[config.mk]
export PLATFORM = sky130hd
export DESIGN_NAME = hazard_ctrl_flat
export DESIGN_NICKNAME = d
export VERILOG_FILES = /design/src/rtl/hazard_if.sv /design/src/rtl/hazard_ctrl.sv /design/src/flat_wrapper.sv
export SDC_FILE = /design/constraint.sdc
export NUM_CORES = 1
export LEC_CHECK = 0
export ABC_AREA = 1
export BUFFER_PORTS_ARGS = -buffer_cell sky130_fd_sc_hd__buf_2
export CAP_MARGIN = 5
export CELL_PAD_IN_SITES_DETAIL_PLACEMENT = 0
export CELL_PAD_IN_SITES_GLOBAL_PLACEMENT = 1
export CORE_UTILIZATION = 33
export DETAILED_ROUTE_END_ITERATION = 8
export HOLD_SLACK_MARGIN = 0.03
export PLACE_DENSITY = 0.77
export SKIP_CTS_REPAIR_TIMING = 1
export SLEW_MARGIN = 20
export SYNTH_ARGS = -nofsm -noshare
export SYNTH_HDL_FRONTEND = slang
export SYNTH_SLANG_ARGS = --single-unit
[constraint.sdc]
create_clock -name clk -period 1.7 [get_ports clk]
set_input_delay 0.34 -clock clk [delete_from_list [all_inputs] [get_ports clk]]
set_output_delay 0.34 -clock clk [all_outputs]
set_load 0.02 [all_outputs]
[src/rtl/hazard_if.sv]
// hazard_if: pipeline-to-hazard-controller signal bundle
interface hazard_if #(parameter int CNT_W = 16);
    logic [4:0] rsD, rtD, rsE, rtE;
    logic [4:0] writeregE, writeregM, writeregW;
    logic regwriteE, regwriteM, regwriteW;
    logic memtoregE, memtoregM;
    logic branchD, jumpD, pcsrcD, mduseD, mdstartE;
    logic stallF, stallD, flushD, flushE;
    logic forwardAD, forwardBD;
    logic [1:0] forwardAE, forwardBE;
    logic md_busy;
    logic [CNT_W-1:0] stall_cnt, flush_cnt;
    modport master (
        output rsD, rtD, rsE, rtE, writeregE, writeregM, writeregW,
        output regwriteE, regwriteM, regwriteW, memtoregE, memtoregM,
        output branchD, jumpD, pcsrcD, mduseD, mdstartE,
        input  stallF, stallD, flushD, flushE, forwardAD, forwardBD,
        input  forwardAE, forwardBE, md_busy, stall_cnt, flush_cnt
    );
    modport slave (
        input  rsD, rtD, rsE, rtE, writeregE, writeregM, writeregW,
        input  regwriteE, regwriteM, regwriteW, memtoregE, memtoregM,
        input  branchD, jumpD, pcsrcD, mduseD, mdstartE,
        output stallF, stallD, flushD, flushE, forwardAD, forwardBD,
        output forwardAE, forwardBE, md_busy, stall_cnt, flush_cnt
    );
endinterface

[src/rtl/hazard_ctrl.sv]
// hazard_ctrl: stall/flush/forward control, mult/div busy sequencing and perf counters
module hazard_ctrl #(
    parameter int MD_LAT = 32,
    parameter int CNT_W  = 16
) (
    input logic     clk,
    input logic     rst,
    hazard_if.slave h
);
    localparam int CW = $clog2(MD_LAT + 1);
    typedef enum logic {IDLE, BUSY} state_t;
    state_t state_q, state_d;
    logic [CW-1:0] cnt_q, cnt_d;
    logic [CNT_W-1:0] stall_cnt_q, stall_cnt_d, flush_cnt_q, flush_cnt_d;
    logic lwstall, brstall, mdstall, busy, stall, redirect;
    function automatic logic [1:0] fwd_e(input logic [4:0] src, input logic [4:0] wm, input logic rwm,
                                         input logic [4:0] ww, input logic rww);
        return (src != 5'd0 && src == wm && rwm) ? 2'b10 :
               (src != 5'd0 && src == ww && rww) ? 2'b01 : 2'b00;
    endfunction
    always_comb begin
        lwstall  = h.memtoregE && h.rtE != 5'd0 && (h.rtE == h.rsD || h.rtE == h.rtD);
        brstall  = h.branchD &&
                   ((h.regwriteE && h.writeregE != 5'd0 && (h.writeregE == h.rsD || h.writeregE == h.rtD)) ||
                    (h.memtoregM && h.writeregM != 5'd0 && (h.writeregM == h.rsD || h.writeregM == h.rtD)));
        busy     = state_q == BUSY || h.mdstartE;
        mdstall  = h.mduseD && busy;
        stall    = lwstall || brstall || mdstall;
        redirect = (h.pcsrcD || h.jumpD) && !stall;
        // Reset forces a bubble: nothing held, both pipeline registers cleared.
        h.stallF    = !rst && stall;
        h.stallD    = !rst && stall;
        h.flushE    = rst || stall;
        h.flushD    = rst || redirect;
        h.md_busy   = !rst && busy;
        h.forwardAD = !rst && h.rsD != 5'd0 && h.rsD == h.writeregM && h.regwriteM;
        h.forwardBD = !rst && h.rtD != 5'd0 && h.rtD == h.writeregM && h.regwriteM;
        h.forwardAE = rst ? 2'b00 : fwd_e(h.rsE, h.writeregM, h.regwriteM, h.writeregW, h.regwriteW);
        h.forwardBE = rst ? 2'b00 : fwd_e(h.rtE, h.writeregM, h.regwriteM, h.writeregW, h.regwriteW);
        h.stall_cnt = stall_cnt_q;
        h.flush_cnt = flush_cnt_q;
    end
    always_comb begin
        state_d = state_q;
        cnt_d   = cnt_q;
        if (state_q == IDLE) begin
            if (h.mdstartE && MD_LAT > 1) begin
                state_d = BUSY;
                cnt_d   = CW'(MD_LAT - 1);
            end
        end else begin
            cnt_d   = cnt_q - 1'b1;
            state_d = (cnt_q == CW'(1)) ? IDLE : BUSY;
        end
        stall_cnt_d = (h.stallD && !(&stall_cnt_q)) ? stall_cnt_q + 1'b1 : stall_cnt_q;
        flush_cnt_d = (h.flushD && !(&flush_cnt_q)) ? flush_cnt_q + 1'b1 : flush_cnt_q;
    end
    always_ff @(posedge clk) begin
        if (rst) begin
            state_q     <= IDLE;
            cnt_q       <= '0;
            stall_cnt_q <= '0;
            flush_cnt_q <= '0;
        end else begin
            state_q     <= state_d;
            cnt_q       <= cnt_d;
            stall_cnt_q <= stall_cnt_d;
            flush_cnt_q <= flush_cnt_d;
        end
    end
endmodule
[src/flat_wrapper.sv]
// flat-port wrapper written by rule: the top's interface ports become plain ports
module hazard_ctrl_flat 
#(
    parameter int MD_LAT = 32,
    parameter int CNT_W  = 16
)
  (clk, rst, h_rsD, h_rtD, h_rsE, h_rtE, h_writeregE, h_writeregM, h_writeregW, h_regwriteE, h_regwriteM, h_regwriteW, h_memtoregE, h_memtoregM, h_branchD, h_jumpD, h_pcsrcD, h_mduseD, h_mdstartE, h_stallF, h_stallD, h_flushD, h_flushE, h_forwardAD, h_forwardBD, h_forwardAE, h_forwardBE, h_md_busy, h_stall_cnt, h_flush_cnt);
  hazard_if #(.CNT_W(CNT_W)) h_i ();
  input logic clk;
  input logic rst;
  input wire logic [$bits(h_i.rsD)-1:0] h_rsD;
  input wire logic [$bits(h_i.rtD)-1:0] h_rtD;
  input wire logic [$bits(h_i.rsE)-1:0] h_rsE;
  input wire logic [$bits(h_i.rtE)-1:0] h_rtE;
  input wire logic [$bits(h_i.writeregE)-1:0] h_writeregE;
  input wire logic [$bits(h_i.writeregM)-1:0] h_writeregM;
  input wire logic [$bits(h_i.writeregW)-1:0] h_writeregW;
  input wire logic [$bits(h_i.regwriteE)-1:0] h_regwriteE;
  input wire logic [$bits(h_i.regwriteM)-1:0] h_regwriteM;
  input wire logic [$bits(h_i.regwriteW)-1:0] h_regwriteW;
  input wire logic [$bits(h_i.memtoregE)-1:0] h_memtoregE;
  input wire logic [$bits(h_i.memtoregM)-1:0] h_memtoregM;
  input wire logic [$bits(h_i.branchD)-1:0] h_branchD;
  input wire logic [$bits(h_i.jumpD)-1:0] h_jumpD;
  input wire logic [$bits(h_i.pcsrcD)-1:0] h_pcsrcD;
  input wire logic [$bits(h_i.mduseD)-1:0] h_mduseD;
  input wire logic [$bits(h_i.mdstartE)-1:0] h_mdstartE;
  output wire logic [$bits(h_i.stallF)-1:0] h_stallF;
  output wire logic [$bits(h_i.stallD)-1:0] h_stallD;
  output wire logic [$bits(h_i.flushD)-1:0] h_flushD;
  output wire logic [$bits(h_i.flushE)-1:0] h_flushE;
  output wire logic [$bits(h_i.forwardAD)-1:0] h_forwardAD;
  output wire logic [$bits(h_i.forwardBD)-1:0] h_forwardBD;
  output wire logic [$bits(h_i.forwardAE)-1:0] h_forwardAE;
  output wire logic [$bits(h_i.forwardBE)-1:0] h_forwardBE;
  output wire logic [$bits(h_i.md_busy)-1:0] h_md_busy;
  output wire logic [$bits(h_i.stall_cnt)-1:0] h_stall_cnt;
  output wire logic [$bits(h_i.flush_cnt)-1:0] h_flush_cnt;
  assign h_i.rsD = h_rsD;
  assign h_i.rtD = h_rtD;
  assign h_i.rsE = h_rsE;
  assign h_i.rtE = h_rtE;
  assign h_i.writeregE = h_writeregE;
  assign h_i.writeregM = h_writeregM;
  assign h_i.writeregW = h_writeregW;
  assign h_i.regwriteE = h_regwriteE;
  assign h_i.regwriteM = h_regwriteM;
  assign h_i.regwriteW = h_regwriteW;
  assign h_i.memtoregE = h_memtoregE;
  assign h_i.memtoregM = h_memtoregM;
  assign h_i.branchD = h_branchD;
  assign h_i.jumpD = h_jumpD;
  assign h_i.pcsrcD = h_pcsrcD;
  assign h_i.mduseD = h_mduseD;
  assign h_i.mdstartE = h_mdstartE;
  assign h_stallF = h_i.stallF;
  assign h_stallD = h_i.stallD;
  assign h_flushD = h_i.flushD;
  assign h_flushE = h_i.flushE;
  assign h_forwardAD = h_i.forwardAD;
  assign h_forwardBD = h_i.forwardBD;
  assign h_forwardAE = h_i.forwardAE;
  assign h_forwardBE = h_i.forwardBE;
  assign h_md_busy = h_i.md_busy;
  assign h_stall_cnt = h_i.stall_cnt;
  assign h_flush_cnt = h_i.flush_cnt;
  hazard_ctrl #(.MD_LAT(MD_LAT), .CNT_W(CNT_W)) u_core (.clk(clk), .rst(rst), .h(h_i));
endmodule
# Yosys cells after proc, flatten, opt, wreduce, memory -nomap -nowiden

Index checks and enable logic that the tools add are counted.
W data, S select, Z words.

Flip-flop bits (word level): 39
Input port bits: 47
Output and inout bits: 43
Logic and storage cells: 81

Add/sub/neg operators: 3
Eq/ne operators: 13
Mux-type cells: 11
Reductions and logical operators: 50

Operators with widths:

| operator                | count |
|---|---|
| $eq A5 B5 Y1            | 12 |
| $add A16 B1 Y16 const B | 2 |
| $reduce_and A16 Y1      | 2 |
| $reduce_bool A5 Y1      | 6 |
| $logic_and A1 B1 Y1     | 27 |
| $mux W6                 | 2 |
| $logic_or A1 B1 Y1      | 10 |
| $mux W2                 | 4 |
| $eq A6 B1 Y1 const B    | 1 |
| $sub A6 B1 Y6 const B   | 1 |
| $mux W1                 | 5 |
| $logic_not A1 Y1        | 4 |
| $reduce_bool A2 Y1      | 1 |

# Depth between registers and ports, before layout

Depth after elaboration: 11
Gate-level depth with buffers: 16
Mapped depth without buffers: 15

# Least setup slack after synthesis

OpenSTA, ideal clock, no wires.

Kind: input to output
Start point: input h_rtE[2]
End point: output h_forwardBE[0]
Arrival time: 1575 ps
Required time: 1360 ps
Slack: -215 ps
Cell stages on the path: 5
Path buffers: 1
Path through: buf_4 > xor2_1 > a221oi_1 > o2111ai_1 > nor4_1

Longest elaborated chain between the ends: 6
Elaborated cells between the ends (all ways): 10
Those cells by class: 2 x eq/ne; 3 x mux; 5 x reduce/logical

Ends and longest elaborated chain:

| item                                               | line                                 | text |
|---|---|---|
| from (decl)                                        | flat_wrapper.sv:14                   | `input wire logic [$bits(h_i.rtE)-1:0] h_rtE;` |
| $eq A5 B5 Y1 or $reduce_bool A5 Y1 (tied branches) | hazard_ctrl.sv:19, hazard_ctrl.sv:18 |  |
| $logic_and A1 B1 Y1 (2 in series)                  | hazard_ctrl.sv:19                    | `(src != 5'd0 && src == ww && rww) ? 2'b01 : 2'b00;` |
| $mux W1                                            | hazard_ctrl.sv:19                    |  |
| $mux W2 *                                          | hazard_ctrl.sv:18                    | `return (src != 5'd0 && src == wm && rwm) ? 2'b10 :` |
| $mux W2 *                                          | hazard_ctrl.sv:39                    | `h.forwardBE = rst ? 2'b00 : fwd_e(h.rtE, h.writeregM, h.regwriteM, h.writeregW, h.regwriteW);` |
| to (decl)                                          | flat_wrapper.sv:35                   | `output wire logic [$bits(h_i.forwardBE)-1:0] h_forwardBE;` |

Every way passes the cells marked *; elsewhere a longest branch is shown, timed or not.

# Worst setup path after layout

Start point: input h_writeregM[2]
End point: output h_forwardAE[1]

Longest elaborated chain between the ends: 5

Ends and longest elaborated chain:

| item                              | line               | text |
|---|---|---|
| from (decl)                       | flat_wrapper.sv:16 | `input wire logic [$bits(h_i.writeregM)-1:0] h_writeregM;` |
| $eq A5 B5 Y1                      | hazard_ctrl.sv:18  |  |
| $logic_and A1 B1 Y1 (2 in series) | hazard_ctrl.sv:18  |  |
| $mux W2                           | hazard_ctrl.sv:18  |  |
| $mux W2                           | hazard_ctrl.sv:38  | `h.forwardAE = rst ? 2'b00 : fwd_e(h.rsE, h.writeregM, h.regwriteM, h.writeregW, h.regwriteW);` |
| to (decl)                         | flat_wrapper.sv:34 | `output wire logic [$bits(h_i.forwardAE)-1:0] h_forwardAE;` |

No other way between the ends.

==> results.md <==
Run status:
- The run finished, with violations left.
- The final reports fail on negative setup slack.

Floorplan:
- From left edge to right edge, the die measures 101 µm.
- The number of I/O pins is 90.
- The floorplan has 35 rows.
- The die covers 10,300 µm².
- The area of the core is 9420 µm².
- For this configuration, the core starts out at a cell density of 34.7%.
- The height of the die is 101 µm.

STA:
- The final count of pins violating max slew came to 0.
- Derived from the worst setup path, the maximum achievable clock frequency is 0.532 GHz.
- Setup total negative slack on the finished layout was measured at -0.984 ns.
- The clock arrives with 0.00810 ns of skew.
- The setup violation total in the final timing report is 10.
- The pin slew with the least headroom to its limit is 0.441 ns.
- Setup repair after global routing could not meet its margin everywhere.
- The smallest hold slack is 0.432 ns.
- The least setup slack across all paths after layout is -0.179 ns.
- The worst slew margin relative to its limit is 70.3%.
- The count of final hold-check violations is 0.
- For the finished layout, the period the worst path requires is 1.88 ns.
- After layout, the worst path uses 111% of the clock period.

Yosys:
- The synthesized design devotes to its leading area cell type 23.9% of total area.
- The leading cell type by number of instances after synthesis is sky130_fd_sc_hd__nand2_1.
- After synthesis the cells add up to 3260 µm².
- Counting instances in the post-synthesis netlist gives the leading cell types as 130 x sky130_fd_sc_hd__nand2_1, 63 x sky130_fd_sc_hd__nor2_1, 60 x sky130_fd_sc_hd__inv_1.
- The post-synthesis async set-or-reset flop share is 0%.
- The average footprint of a synthesized cell is 6.32 µm².
- The synthesized design contains 39 register bits.
- For this run, the leading register cell type out of synthesis is sky130_fd_sc_hd__dfxtp_1.
- Yosys mapped a number of flops with a built-in enable equal to 0.
- The netlist uses 40 different library cells.
- The largest area contributor in the netlist is sky130_fd_sc_hd__dfxtp_1.
- Sequential cells were found to cover 23.9% of the synthesized design area.
- Synthesis produced 516 cells.
- Yosys printed 0 warnings.
- The total nets after synthesis is 567.
- In the post-synthesis netlist, the biggest area contributors are sky130_fd_sc_hd__dfxtp_1 24%, sky130_fd_sc_hd__nand2_1 15%, sky130_fd_sc_hd__nor2_1 7.2%.

GRT:
- The met3 track utilization from global routing is 2.69%.
- Global routing consumed, on the met1 layer, 26.0% of the routing resources.
- The met2 global-route usage is 33.1%.
- Global routing finished with a remaining overflow of 0.
- The via count of the first global-routing pass was 3,520.
- For this run, the total global-route usage over all layers was measured as 19.4%.
- Entering global routing, the biggest net connects 35 pins.
- The global routing's busiest layer is met2.
- The initial antenna violation count is 0.
- The first global-routing pass estimated 16,100 µm of wire.

Worst setup path:
- The start-to-end type of the worst setup path is primary input to output port.
- The capturing element type of the critical path is an output port.
- The signal on the critical path passes through buf_12 -> xnor2_4 -> inv_2 -> nor2_2 -> o2111ai_2 -> nor4_2 -> buf_4 -> inv_2 -> nor2_2 -> buf_6.
- The type of origin of the critical path is a primary input.
- The data required time of the critical path is 1.36 ns.
- The arrival time at the worst endpoint is 1.54 ns.
- The setup check on the worst reg-to-reg path leaves a slack of 0.02 ns.
- Of all nets on the critical path, the largest fanout is 3.
- The slowest stage of the critical path belongs to the cell sky130_fd_sc_hd__nor4_2.
- For this run, the slowest stage of the critical path takes 0.24 ns.

Clocking:
- The tree built by TritonCTS fans out to 39 sinks.
- The clock-pin transition on the worst setup and hold timing paths is 0.08 ns.
- The clock insertion delay at the later pin of the skew report is 0.30 ns.
- The TritonCTS clock tree is yes.
- The number of H-tree levels is 2.
- The clock passes through at most 2 buffers.
- The buffer cell driving the clock tree root is sky130_fd_sc_hd__clkbuf_8.
- The number of buffers added by the clock tree synthesis step is 5.

Power and ir drop:
- In this run the static leakage power is 2.47 nW.
- Summing internal, switching and leakage power gives 2.71 mW.
- Dividing total power by cell area gives a power density of 524 nW/µm².
- IR analysis of the VDD net gives a maximum drop of 0.000292 V.

Detailed routing:
- Across all layers, the routed design uses 3,844 vias.
- The detail-routed net length per standard cell is 12.8 µm.
- The via-per-instance ratio is 4.81.
- The number of design-rule violations left by the first detailed-router iteration is 75.
- The final layout contains routed wiring with a total length of 10,200 µm.
- The DRC violation count after routing is 0.
- The count of nets left with antenna violations after detail routing is 0.
- The pre-antenna-repair detailed-routing pass consisted of 4 iterations.

Place:
- The cell area after placement is 4220 µm².
- Port buffering added 89 buffers.
- Including well taps, the total number of placed cells is 774.
- OpenSTA, run right after detailed placement, puts the worst setup slack at -0.287 ns.
- The final weighted congestion in routability-driven placement is 0.903.
- The HPWL after detailed placement is 7730 µm.

Cells and area:
- The final antenna diode count is 0.
- The net count of the finished layout is 721.
- From synthesis to final layout, the design area changed by 58.5%.
- The share of layout cells above drive strength 1 is 44.9%.
- The final cell utilization of the core is 54.9%.
- The post-route cell area is 5170 µm².
- After the flow finishes, the layout carries non-filler instances totaling 800.

Job:
- Across the run, the number of max-cap violations was 0.

Min path:
- The type of the most critical hold path is primary input to flop.
-- critical path, delay by kind of cell --
kind                   cells  cell delay [ns]
XOR/XNOR                   1             0.15
buffers and inverters      5             0.45
AND/OR/NAND/NOR            3             0.44
AO/OA/AOI/OAI              1             0.15
-- report_power, final --
| group | total [mW] | leakage (nW) | switching [mW] | internal [mW] |
|---|---|---|---|---|
| sequential | 1.00 | 0.324 | 0.0464 | 0.957 |
| clock | 0.799 | 0.0581 | 0.361 | 0.438 |
| combinational | 0.906 | 2.08 | 0.474 | 0.432 |
-- metal layers --
metal	share of wire (%)	vias up
met5	0	-
met4	1.0	0
met3	4.1	11
met2	49	80
met1	46	1778
li1	-	1975
-- area by class of cell --
class	instances	area [µm²]
clock inverter	3	43.8
sequential	39	805
inverter	75	327
timing repair buffer	162	1340
tap	129	161
clock buffer	5	68.8
multi-input combinational	387	2430
fill	904	4240
-- layout by cell type, fill, tap and decap left out, types with 4 or more instances in the layout --
cell / count
sky130_fd_sc_hd__buf_12: 9
sky130_fd_sc_hd__nor3_2: 4
sky130_fd_sc_hd__nor2_2: 9
sky130_fd_sc_hd__buf_6: 24
sky130_fd_sc_hd__o21ai_1: 4
sky130_fd_sc_hd__dfxtp_4: 4
sky130_fd_sc_hd__inv_4: 7
sky130_fd_sc_hd__inv_1: 45
sky130_fd_sc_hd__a21oi_1: 21
sky130_fd_sc_hd__nand4_1: 19
sky130_fd_sc_hd__nand2_2: 30
sky130_fd_sc_hd__dfxtp_2: 7
sky130_fd_sc_hd__clkbuf_8: 5
sky130_fd_sc_hd__inv_2: 18
sky130_fd_sc_hd__xnor2_1: 12
sky130_fd_sc_hd__buf_2: 56
sky130_fd_sc_hd__o21ai_0: 5
sky130_fd_sc_hd__nand2_4: 7
sky130_fd_sc_hd__nor3_1: 7
sky130_fd_sc_hd__buf_4: 65
sky130_fd_sc_hd__xor2_1: 23
sky130_fd_sc_hd__nand3_1: 29
sky130_fd_sc_hd__a21oi_2: 11
sky130_fd_sc_hd__nor2_1: 53
sky130_fd_sc_hd__dfxtp_1: 28
sky130_fd_sc_hd__nand2_1: 107
sky130_fd_sc_hd__buf_8: 8
sky130_fd_sc_hd__nand3b_1: 4
-- final timing paths --
| path | from | end | cells past startpoint |
|---|---|---|---|
| setup / recovery | h_writeregM[2] | h_forwardAE[1] | 10 |
| hold / removal | h_mdstartE | u_core.cnt_q[5]$_SDFFE_PP0N_ | 4 |
| setup reg to reg | u_core.h.stall_cnt[0]$_SDFFE_PP0P_ | u_core.h.stall_cnt[8]$_SDFFE_PP0P_ | 10 |
| hold reg to reg | u_core.cnt_q[4]$_SDFFE_PP0N_ | u_core.cnt_q[4]$_SDFFE_PP0N_ | 1 |
-- sequential cells by signal, summed over array words and instances (netlist names) --
register,flops
u_core.cnt_q,6
u_core.h.flush_cnt,16
u_core.h.stall_cnt,16
u_core.state_q,1
-- cells by family after synthesis --
| logic type | count (synthesis) | share of synthesized area [%] |
|---|---|---|
| buf+inv | 90 | 12.0 |
| fa+ha+maj | 4 | 1.53 |
| simple gates | 287 | 40.5 |
| xor+xnor | 40 | 10.7 |
| flops | 39 | 23.9 |
| compound gates | 56 | 11.3 |
(Power assumes the default switching activity.)
